### src/rtl/segment_selector.sv
// Weighted (roulette) segment picker: accumulates the effective weights of the active
// table entries, draws an LFSR-scaled target below the total, and scans for the winner.
module segment_selector #(
  parameter int          MAX_SEGMENTS = 8,
  parameter int          IDX_W        = 3,
  parameter logic [15:0] SEED         = 16'hACE1
) (
  input  logic                    in_clock,
  input  logic                    in_reset_n,
  input  logic                    in_wr_en,
  input  logic [IDX_W-1:0]        in_wr_addr,
  input  logic signed [7:0]       in_wr_from,
  input  logic signed [7:0]       in_wr_to,
  input  logic [1:0]              in_wr_type,
  input  logic [7:0]              in_wr_weight,
  input  logic                    in_start,
  input  logic [IDX_W:0]          in_num_segments,
  output logic signed [7:0]       out_from,
  output logic signed [7:0]       out_to,
  output logic [1:0]              out_type,
  output logic [7:0]              out_weight,
  output logic [IDX_W-1:0]        out_index,
  output logic                    out_valid,
  output logic                    out_error,
  output logic                    out_busy
);

  localparam int             TOT_W    = 8 + IDX_W;
  localparam logic [15:0]    SEED_EFF = (SEED == 16'h0) ? 16'hACE1 : SEED;
  localparam logic [IDX_W:0] MAX_N    = (IDX_W + 1)'(MAX_SEGMENTS);

  typedef enum logic [2:0] {S_IDLE, S_ACCUM, S_DRAW, S_SCAN, S_DONE} state_e;

  logic signed [7:0] from_mem   [MAX_SEGMENTS];
  logic signed [7:0] to_mem     [MAX_SEGMENTS];
  logic [1:0]        type_mem   [MAX_SEGMENTS];
  logic [7:0]        weight_mem [MAX_SEGMENTS];

  state_e             state_q;
  logic [IDX_W:0]     n_q;
  logic [IDX_W-1:0]   idx_q;
  logic [TOT_W-1:0]   total_q, cum_q, target_q;
  logic [15:0]        lfsr_q, lfsr_d;
  logic [TOT_W-1:0]   ew, cum_d, target_d;
  logic [TOT_W+15:0]  product;
  logic               last_idx;

  always_comb begin
    lfsr_d   = {lfsr_q[0] ^ lfsr_q[2] ^ lfsr_q[3] ^ lfsr_q[5], lfsr_q[15:1]};
    product  = {{TOT_W{1'b0}}, lfsr_d} * {16'h0, total_q};
    target_d = TOT_W'(product >> 16);
    ew       = '0;
    if ((type_mem[idx_q] != 2'd0) && ({1'b0, idx_q} < n_q))
      ew = {{IDX_W{1'b0}}, weight_mem[idx_q]};
    cum_d    = cum_q + ew;
    last_idx = ({1'b0, idx_q} == (n_q - 1'b1));
  end

  // NOTE: the table is plain storage with no reset, so it stays a RAM-friendly array.
  always_ff @(posedge in_clock) begin
    if (in_wr_en && !out_busy) begin
      from_mem[in_wr_addr]   <= in_wr_from;
      to_mem[in_wr_addr]     <= in_wr_to;
      type_mem[in_wr_addr]   <= in_wr_type;
      weight_mem[in_wr_addr] <= in_wr_weight;
    end
  end

  // NOTE: every register here uses non-blocking assignment so all updates see pre-edge values.
  always_ff @(posedge in_clock or negedge in_reset_n) begin
    if (!in_reset_n) begin
      state_q    <= S_IDLE;
      lfsr_q     <= SEED_EFF;
      n_q        <= '0;
      idx_q      <= '0;
      total_q    <= '0;
      cum_q      <= '0;
      target_q   <= '0;
      out_from   <= '0;
      out_to     <= '0;
      out_type   <= '0;
      out_weight <= '0;
      out_index  <= '0;
      out_valid  <= 1'b0;
      out_error  <= 1'b0;
      out_busy   <= 1'b0;
    end else begin
      case (state_q)
        S_IDLE: begin
          if (in_start) begin
            n_q      <= ((in_num_segments == '0) || (in_num_segments > MAX_N)) ? MAX_N
                                                                              : in_num_segments;
            total_q  <= '0;
            idx_q    <= '0;
            out_busy <= 1'b1;
            state_q  <= S_ACCUM;
          end
        end
        S_ACCUM: begin
          total_q <= total_q + ew;
          if (last_idx) begin
            idx_q   <= '0;
            state_q <= S_DRAW;
          end else begin
            idx_q <= idx_q + 1'b1;
          end
        end
        S_DRAW: begin
          if (total_q == '0) begin
            out_error <= 1'b1;
            state_q   <= S_DONE;
          end else begin
            lfsr_q   <= lfsr_d;
            target_q <= target_d;
            cum_q    <= '0;
            state_q  <= S_SCAN;
          end
        end
        S_SCAN: begin
          cum_q <= cum_d;
          if (target_q < cum_d) begin
            out_from   <= from_mem[idx_q];
            out_to     <= to_mem[idx_q];
            out_type   <= type_mem[idx_q];
            out_weight <= weight_mem[idx_q];
            out_index  <= idx_q;
            out_valid  <= 1'b1;
            state_q    <= S_DONE;
          end else if (last_idx) begin
            // Unreachable while target < total; kept so the scan can never run away.
            out_error <= 1'b1;
            state_q   <= S_DONE;
          end else begin
            idx_q <= idx_q + 1'b1;
          end
        end
        S_DONE: begin
          out_valid <= 1'b0;
          out_error <= 1'b0;
          out_busy  <= 1'b0;
          state_q   <= S_IDLE;
        end
        default: state_q <= S_IDLE;
      endcase
    end
  end

endmodule

### config.mk
export PLATFORM = sky130hd
export DESIGN_NAME = segment_selector
export DESIGN_NICKNAME = d
export VERILOG_FILES = /design/src/rtl/segment_selector.sv
export SDC_FILE = /design/constraint.sdc
export NUM_CORES = 1
export LEC_CHECK = 0
export ABC_CLOCK_PERIOD_IN_PS = 7750
export BUFFER_PORTS_ARGS = -buffer_cell sky130_fd_sc_hd__buf_2
export CORE_MARGIN = 8
export CORE_UTILIZATION = 40
export DETAILED_ROUTE_END_ITERATION = 6
export HOLD_SLACK_MARGIN = 0.12
export MAX_ROUTING_LAYER = met4
export PLACE_DENSITY = 0.6
export SLEW_MARGIN = 0
export SYNTH_ARGS = -nofsm -noshare
export SYNTH_HDL_FRONTEND = slang
export SYNTH_SLANG_ARGS = --single-unit
### constraint.sdc
create_clock -name in_clock -period 7.75 [get_ports in_clock]
set_input_delay 1.1625 -clock in_clock [delete_from_list [all_inputs] [get_ports in_clock]]
set_output_delay 1.1625 -clock in_clock [all_outputs]
set_load 0.05 [all_outputs]
==> results of run 1 <==
## worst max-delay path, stage by stage, from the launching register on
cell,delay [ns]
dfrtp_4,0.82
clkinv_1,0.30
ha_1,0.25
nand2b_1,0.16
a211o_1,0.35
nand2_1,0.21
nor2_1,0.11
ha_1,0.40
o21a_1,0.17
nand3_1,0.08
o311a_1,0.33
o31ai_2,0.31
a41o_1,0.28
xnor2_1,0.13
ha_1,0.26
a21o_1,0.18
a21oi_1,0.16
nor3b_1,0.25
o211ai_1,0.16
nand2_1,0.19
nand2_2,0.55
mux2_2,0.50
## power groups by stage
stage                     Combinational [mW]  Sequential [mW]  Clock (mW)
final                                 0.0727             1.76        1.49
after global routing                  0.0810             1.76        1.59
after CTS                             0.0748             1.76        1.54
after detailed placement              0.0748             1.79           0
after global placement                0.0732             1.79           0
after floorplan                       0.0258             1.79           0
## metal layers
layer  share of wire (%)  wire length [um]  track usage [%]
met1                  44             17200             19.2
met2                  51             19900             26.6
met3                 3.8              1510             2.13
met4                 2.0               799             3.83
met5                   0                 0                -
## final timing paths
path                       cells past startpoint  slack, ns                         to
setup / recovery                              21       1.45   out_index[2]$_DFFE_PN0P_
hold reg to reg                                2       0.48    out_from[6]$_DFFE_PN0P_
max in group asynchronous                      2       5.93       idx_q[0]$_DFFE_PN0P_
min in group asynchronous                      1       0.65  out_weight[6]$_DFFE_PN0P_
setup reg to reg                              21       1.45   out_index[2]$_DFFE_PN0P_
hold / removal                                 2       0.48    out_from[6]$_DFFE_PN0P_
## metrics by stage
step	instances	utilization [%]	hold slack (ns)
6_report	2087	45.1	0.478
3_3_place_gp	2022	42.8	0.460
3_5_place_dp	2022	42.8	0.466
4_1_cts	2084	45.1	0.485
2_1_floorplan	1416	-	0.441
5_1_grt	2087	45.1	0.502
## cell usage in the layout, fill, tap and decap left out, types with 29 or more instances in the layout
master       n
a21oi_1     38
and2_1      89
buf_2       67
clkbuf_16   34
dfrtp_1     80
edfxtp_1   208
fa_1       124
ha_1        91
inv_1      144
mux2i_1     29
mux4_2      52
nand2_1    163
o21ai_0     60
## final cells by class
cell class / instances / area (um2) / share of cell area (%)
Sequential cell: 299 / 8540 / 42.7
Inverter: 147 / 552 / 2.76
Clock inverter: 21 / 153 / 0.763
Timing Repair Buffer: 86 / 478 / 2.39
Tap cell: 592 / 741 / 3.70
Clock buffer: 41 / 897 / 4.48
Multi-Input combinational cell: 898 / 8640 / 43.2
Antenna cell: 3 / 7.51 / 0.0375
## flip-flops by register name (all words and copies together), names as in the netlist
| signal | flops |
|---|---|
| out_weight | 8 |
| out_error | 1 |
| weight_mem | 64 |
| out_to | 8 |
| out_index | 3 |
| idx_q | 3 |
| n_q | 4 |
| to_mem | 64 |
| type_mem | 16 |
| from_mem | 64 |
| out_type | 2 |
| out_busy | 1 |
| out_from | 8 |
| cum_q | 11 |
| target_q | 11 |
| state_q | 3 |
| total_q | 11 |
| lfsr_q | 16 |
| out_valid | 1 |
## logic make-up after synthesis
group / after synthesis
flip-flops: 299
XOR/XNOR: 35
AND/OR/NAND/NOR: 371
multiplexers: 102
adder cells (fa/ha/maj): 217
AO/OA/AOI/OAI: 173
buffers and inverters: 219
==> impl_metrics.ini, run 1 <==
[synth]
synth_ff_type = edfxtp_1
yosys-top-cells-area = edfxtp_1, fa_1, dfrtp_1, mux4_2, ha_1
synth_most_common_cell = edfxtp_1
synth_top_area_share_pct = 34.7
synth-edff-count = 208
synth_common_cells = edfxtp_1, nand2_1, inv_1, fa_1, ha_1
muxShareOfSynthArea_pct = 9.45
yosysWarnings = 0
async_reset_ff_share_pct = 30.4
synth.net_count = 1668
yosysSeqAreaShare_pct = 47.4
syn_avg_cell_area_um2 = 12.7
synth_area_leader_cell = edfxtp_1
synth.cell_area_um2 = 18000
ys_seq_elements = 299
synth_cell_types = 72
synth_top_family_by_area = adder cells
synth_xor_area_share_pct = 1.70
synth_cells = 1416
synth_compound_area_share_pct = 6.12
synthAdderAreaFrac_pct = 20.2
synthSimpleGateAreaFrac_pct = 10.3

[power_and_ir_drop]
netSwitchingFraction_pct = 21.3
p_sw_uw = 710
power_mw = 3.33
power_density_nw_per_um2 = 166
power_frac_comb_pct = 2.2
p_int_mw = 2.62
clock_power_share_pct = 44.9
pwr-share-seq_pct = 52.9
vdd_ir_drop_max_v = 0.000213
p_leak_nw = 8.44

[die]
die_y_um = 228
die_x_um = 228
die-area_um2 = 52100
std_cell_rows = 77
start_util_pct = 40.6
core_um2 = 44300
ioPinCount = 69

[timing]
fmaxAchievable_ghz = 0.159
min_period_over_period_pct = 81.3
finalWorstSetupSlack_ns = 1.45
setup_viol = 0
rsz0062_at_grt = no
hold_viol_final = 0
maxSlewViolCount = 0
tightest_slew_ns = 0.966
slew_headroom_pct = 35.4
tns_ns = 0
finalClockSkew_ns = 0.0161
min_period_ns = 6.30

[cts]
cts_max_level = 2
cts.clk_slew.worst_paths_ns = 0.06
ctsResizeCount = 0
cts_sinks = 299
worstSkewPairLatency_ns = 0.52
cts_root_buffer = clkbuf_16
cts_setup_buffers = 0
cts_tree = built
cts_made_buffers = 34
clock_path_buffers = 3
hold_buffers = 0

[min_path]
worstHoldStart = out_from[6]$_DFFE_PN0P_
hold_path.class = reg2reg

[route]
first_pass_iters = 7
viasPerCell = 5.19
drc = 0
vias = 10830
drtAntennaViolNets = 0
routedWlPerCell_um = 18.9
dr.first_iter.drc_count = 647
routed_wl_mm = 39.4

[grt]
antenna_found_initial = 4
grt_pass1_vias = 11494
grt_max_degree = 57
globalRouteTotalUtil_pct = 15.5
grt_pass1_wl_mm = 63.1
overflow = 0

[layout]
drive_above_1_share_pct = 16.9
fillers = 4035
area_growth_pct = 11.1
nNetsFinal = 1718
postLayoutCellArea_um2 = 20000

[worst_setup_path]
crit_type = reg2reg
path_max_fanout = 56
critical_path.startpoint = idx_q[0]$_DFFE_PN0P_
end_kind = flip-flop
cp-start-kind = flip-flop
r2r_start = idx_q[0]$_DFFE_PN0P_
crit_arrival_ns = 6.70
worstPathRequired_ns = 8.15

[place]
routabilityCongestion = 0.877
preCtsSetupSlack_ns = 1.43
dp_hpwl_mm = 26.6
place_area_um2 = 19000
portBuffers = 68

[job]
max_cap_viol_count = 0

[run_status]
status = complete, no violations
No activity file was read; power rests on OpenSTA's default activity.
==> inputs of run 2 (changes only) <==
--- a/config.mk
+++ b/config.mk
@@ -5,14 +5,15 @@
 export SDC_FILE = /design/constraint.sdc
 export NUM_CORES = 1
 export LEC_CHECK = 0
-export ABC_CLOCK_PERIOD_IN_PS = 7750
+export ABC_AREA = 1
+export ABC_CLOCK_PERIOD_IN_PS = 5100
 export BUFFER_PORTS_ARGS = -buffer_cell sky130_fd_sc_hd__buf_2
 export CORE_MARGIN = 8
 export CORE_UTILIZATION = 40
 export DETAILED_ROUTE_END_ITERATION = 6
 export HOLD_SLACK_MARGIN = 0.12
 export MAX_ROUTING_LAYER = met4
-export PLACE_DENSITY = 0.6
+export PLACE_DENSITY = 0.62
 export SLEW_MARGIN = 0
 export SYNTH_ARGS = -nofsm -noshare
 export SYNTH_HDL_FRONTEND = slang
==> constraint.sdc (replaced) <==
create_clock -name in_clock -period 5.1 [get_ports in_clock]
set_input_delay 0.765 -clock in_clock [delete_from_list [all_inputs] [get_ports in_clock]]
set_output_delay 0.765 -clock in_clock [all_outputs]
set_load 0.05 [all_outputs]
==> run 2 against run 1 <==
Compared with the run above: via count grew 29%; combinational power rose to 46 times the previous value; die area grew 3.4%; sequential share of layout area down 3.4 points; cell count increased by 32%; total power grew to 2.6 times the previous value; clock skew down 0.0029 ns; first-iteration DRC count up 27%; critical path type unchanged; largest cell class unchanged; largest power group is now combinational logic.
==> impl_metrics.ini, run 2 <==
[layout]
area_growth_pct = 16.6
final_common_cell = nand2_1
layout_common_cells = nand2_1, inv_1, edfxtp_1, o21ai_0, nor2_1
final_util_pct = 47.0
fin_cells = 2757
drive_above_1_share_pct = 16.8
reg_top3 = from_mem (64), to_mem (64), weight_mem (64)
nNetsFinal = 2371
postLayoutCellArea_um2 = 21800

[grt]
globalRouteTotalUtil_pct = 17.6
antenna_found_initial = 5
overflow = 0
grt_max_degree = 62
grt_pass1_vias = 14411
grt_pass1_wl_mm = 74.4

[worst_setup_path]
slowest_stage = dfstp_2
reg2regPathDepth = 20
path_max_fanout = 6
path_common_cell = fa_1
crit_buf_inv = 4
crit_arrival_ns = 5.56
crit_type = reg2reg
slowest_delay_ns = 0.59
r2r_slack_ns = 0.02
r2r_start = lfsr_q[10]$_DFFE_PN1P_
cp-start-kind = flip-flop
cp_cell_sequence = buf_4 > nand2_1 > fa_1 > fa_1 > inv_1 > fa_1 > fa_1 > inv_1 > fa_1 > inv_1 > ha_1 > a21oi_1 > a21oi_1 > nor2_1 > nor2_1 > a2111oi_2 > nand2_1 > or2_4 > nand3_2 > nand2_2
reg2reg_to = target_q[10]$_DFFE_PN0P_
end_kind = flip-flop
worstPathRequired_ns = 5.57
path_delay_family = adder cells
path_depth = 20
cp-endpoint = target_q[10]$_DFFE_PN0P_
critical_path.startpoint = lfsr_q[10]$_DFFE_PN1P_

[cts]
cts.clk_slew.worst_paths_ns = 0.07
cts_root_buffer = clkbuf_16
cts_tree = built
cts_sinks = 299
cts_made_buffers = 31
worstSkewPairLatency_ns = 0.58
cts_max_level = 1
clock_path_buffers = 3

[synth]
synth_cell_types = 52
synth_common_cells = nand2_1, inv_1, edfxtp_1, o21ai_0, nor2_1
syn_avg_cell_area_um2 = 9.40
synth-edff-count = 208
synth_cells = 1985
synth_top_family_by_area = adder cells
synth_top_area_share_pct = 33.5
ys_seq_elements = 299
synth.cell_area_um2 = 18700
yosysSeqAreaShare_pct = 45.7
synth.net_count = 2237
synthAdderAreaFrac_pct = 19.4
yosysWarnings = 0
synth_compound_area_share_pct = 8.55
yosys-top-cells-area = edfxtp_1, fa_1, dfrtp_1, nand2_1, inv_1
synth_xor_area_share_pct = 0.650
synth_most_common_cell = nand2_1
synthSimpleGateAreaFrac_pct = 17.2
synth_area_leader_cell = edfxtp_1
async_reset_ff_share_pct = 30.4
synth_ff_type = edfxtp_1
muxShareOfSynthArea_pct = 0

[die]
die_y_um = 232
start_util_pct = 40.3
std_cell_rows = 79
die-area_um2 = 53800
ioPinCount = 69
core_um2 = 46300
die_x_um = 232

[route]
viasPerCell = 5.06
drtAntennaViolNets = 0
dr.first_iter.drc_count = 819
routedWlPerCell_um = 16.6
first_pass_iters = 5
routed_wl_mm = 45.7
drc = 0
vias = 13960

[timing]
setup_viol = 0
slew_headroom_pct = 35.0
hold_viol_final = 0
maxSlewViolCount = 0
min_period_over_period_pct = 99.6
fmaxAchievable_ghz = 0.197
finalClockSkew_ns = 0.0133
tightest_slew_ns = 0.968
min_period_ns = 5.08
rsz0062_at_grt = yes

[place]
place_inst = 2681
portBuffers = 68
place_area_um2 = 20300
dp_hpwl_mm = 32.4
routabilityCongestion = 0.843

[run_status]
status = complete, no violations

[power_and_ir_drop]
power_density_nw_per_um2 = 393
p_leak_nw = 10.2
vdd_ir_drop_max_v = 0.000379
power_mw = 8.55

[min_path]
hold_path.class = in2async

[job]
max_cap_viol_count = 0
-- run 2: cell count changes after synthesis, moves of 19 or more --
| cell | delta |
|---|---|
| and2_1 | -89 |
| mux2i_1 | -29 |
| o21ai_0 | +92 |
| mux4_2 | -52 |
| mux2_2 | -20 |
| nand2_1 | +304 |
| nor2_1 | +122 |
| nand3_1 | +64 |
| o22ai_1 | +19 |
| inv_1 | +177 |
-- run 2: cells by family (layout without fill, tap and decap cells) --
logic type,count (synthesis),after routing
and+or+nand+nor,766,766
buffers and inverters,412,571
DFF,299,299
AOI/OAI and AO/OA,280,280
adders and majority gates,215,215
xor gates and xnor gates,13,13
other,0,6
-- run 2: how the worst min path moves through the flow --
| stage | startpoint | endpoint | slack, ns |
|---|---|---|---|
| 2_1_floorplan | target_q[0]$_DFFE_PN0P_ | target_q[0]$_DFFE_PN0P_ | 0.45 |
| 3_3_place_gp | out_from[5]$_DFFE_PN0P_ | out_from[5]$_DFFE_PN0P_ | 0.46 |
| 3_5_place_dp | out_from[0]$_DFFE_PN0P_ | out_from[0]$_DFFE_PN0P_ | 0.47 |
| 4_1_cts | in_reset_n | target_q[6]$_DFFE_PN0P_ | 0.29 |
| 5_1_grt | in_reset_n | target_q[10]$_DFFE_PN0P_ | 0.33 |
| 6_report | in_reset_n | target_q[10]$_DFFE_PN0P_ | 0.27 |
-- run 2: area by class of cell --
cell class                 instances  area (um2)
antenna                            6        15.0
clock inverter                    20         145
sequential                       299        8540
inverter                         325        1230
multi-input combinational       1274        8950
fill                            4328       24500
timing repair buffer             188        1330
tap                              607         759
clock buffer                      38         802
-- run 2: what timing repair did --
item	4_1_cts	5_1_grt
pin swaps	17	17
gates resized for setup	18	72
hold endpoints to repair	0	0
setup endpoints to repair	7	13
setup buffers	6	7
hold buffers	0	0
-- run 2: worst register-to-register path: cells and delay by family (launching register included) --
family          cells  cell delay (ns)
fa+ha+maj           6             2.76
simple gates        7             0.74
flops               1             0.59
compound gates      3             0.60
buf+inv             4             0.29
-- run 2: stage by stage --
step / setup TNS, ns / setup slack [ns] / hold WS (ns)
final: 0 / 0.0185 / 0.274
after global routing: -0.705 / -0.199 / 0.329
after CTS: 0 / 0.00107 / 0.293
after detailed placement: -0.381 / -0.164 / 0.469
after global placement: -0.178 / -0.143 / 0.465
after floorplan: 0 / 0.0386 / 0.454
-- run 2: report_power, final --
part           switching, mW  leakage, nW  internal [mW]  total, mW
sequential             0.234         3.02           2.86       3.09
clock                  0.951        0.464           1.17       2.13
combinational           2.33         6.72           1.00       3.33
total                   3.51         10.2           5.03       8.55
-- run 2: per-layer routing --
| layer | wire (um) | vias up | global-route usage [%] |
|---|---|---|---|
| li1 | - | 6692 | - |
| met4 | 1410 | 0 | 5.61 |
| met2 | 22800 | 342 | 30.3 |
| met5 | 0 | - | - |
| met1 | 19200 | 6831 | 21.4 |
| met3 | 2260 | 95 | 2.43 |
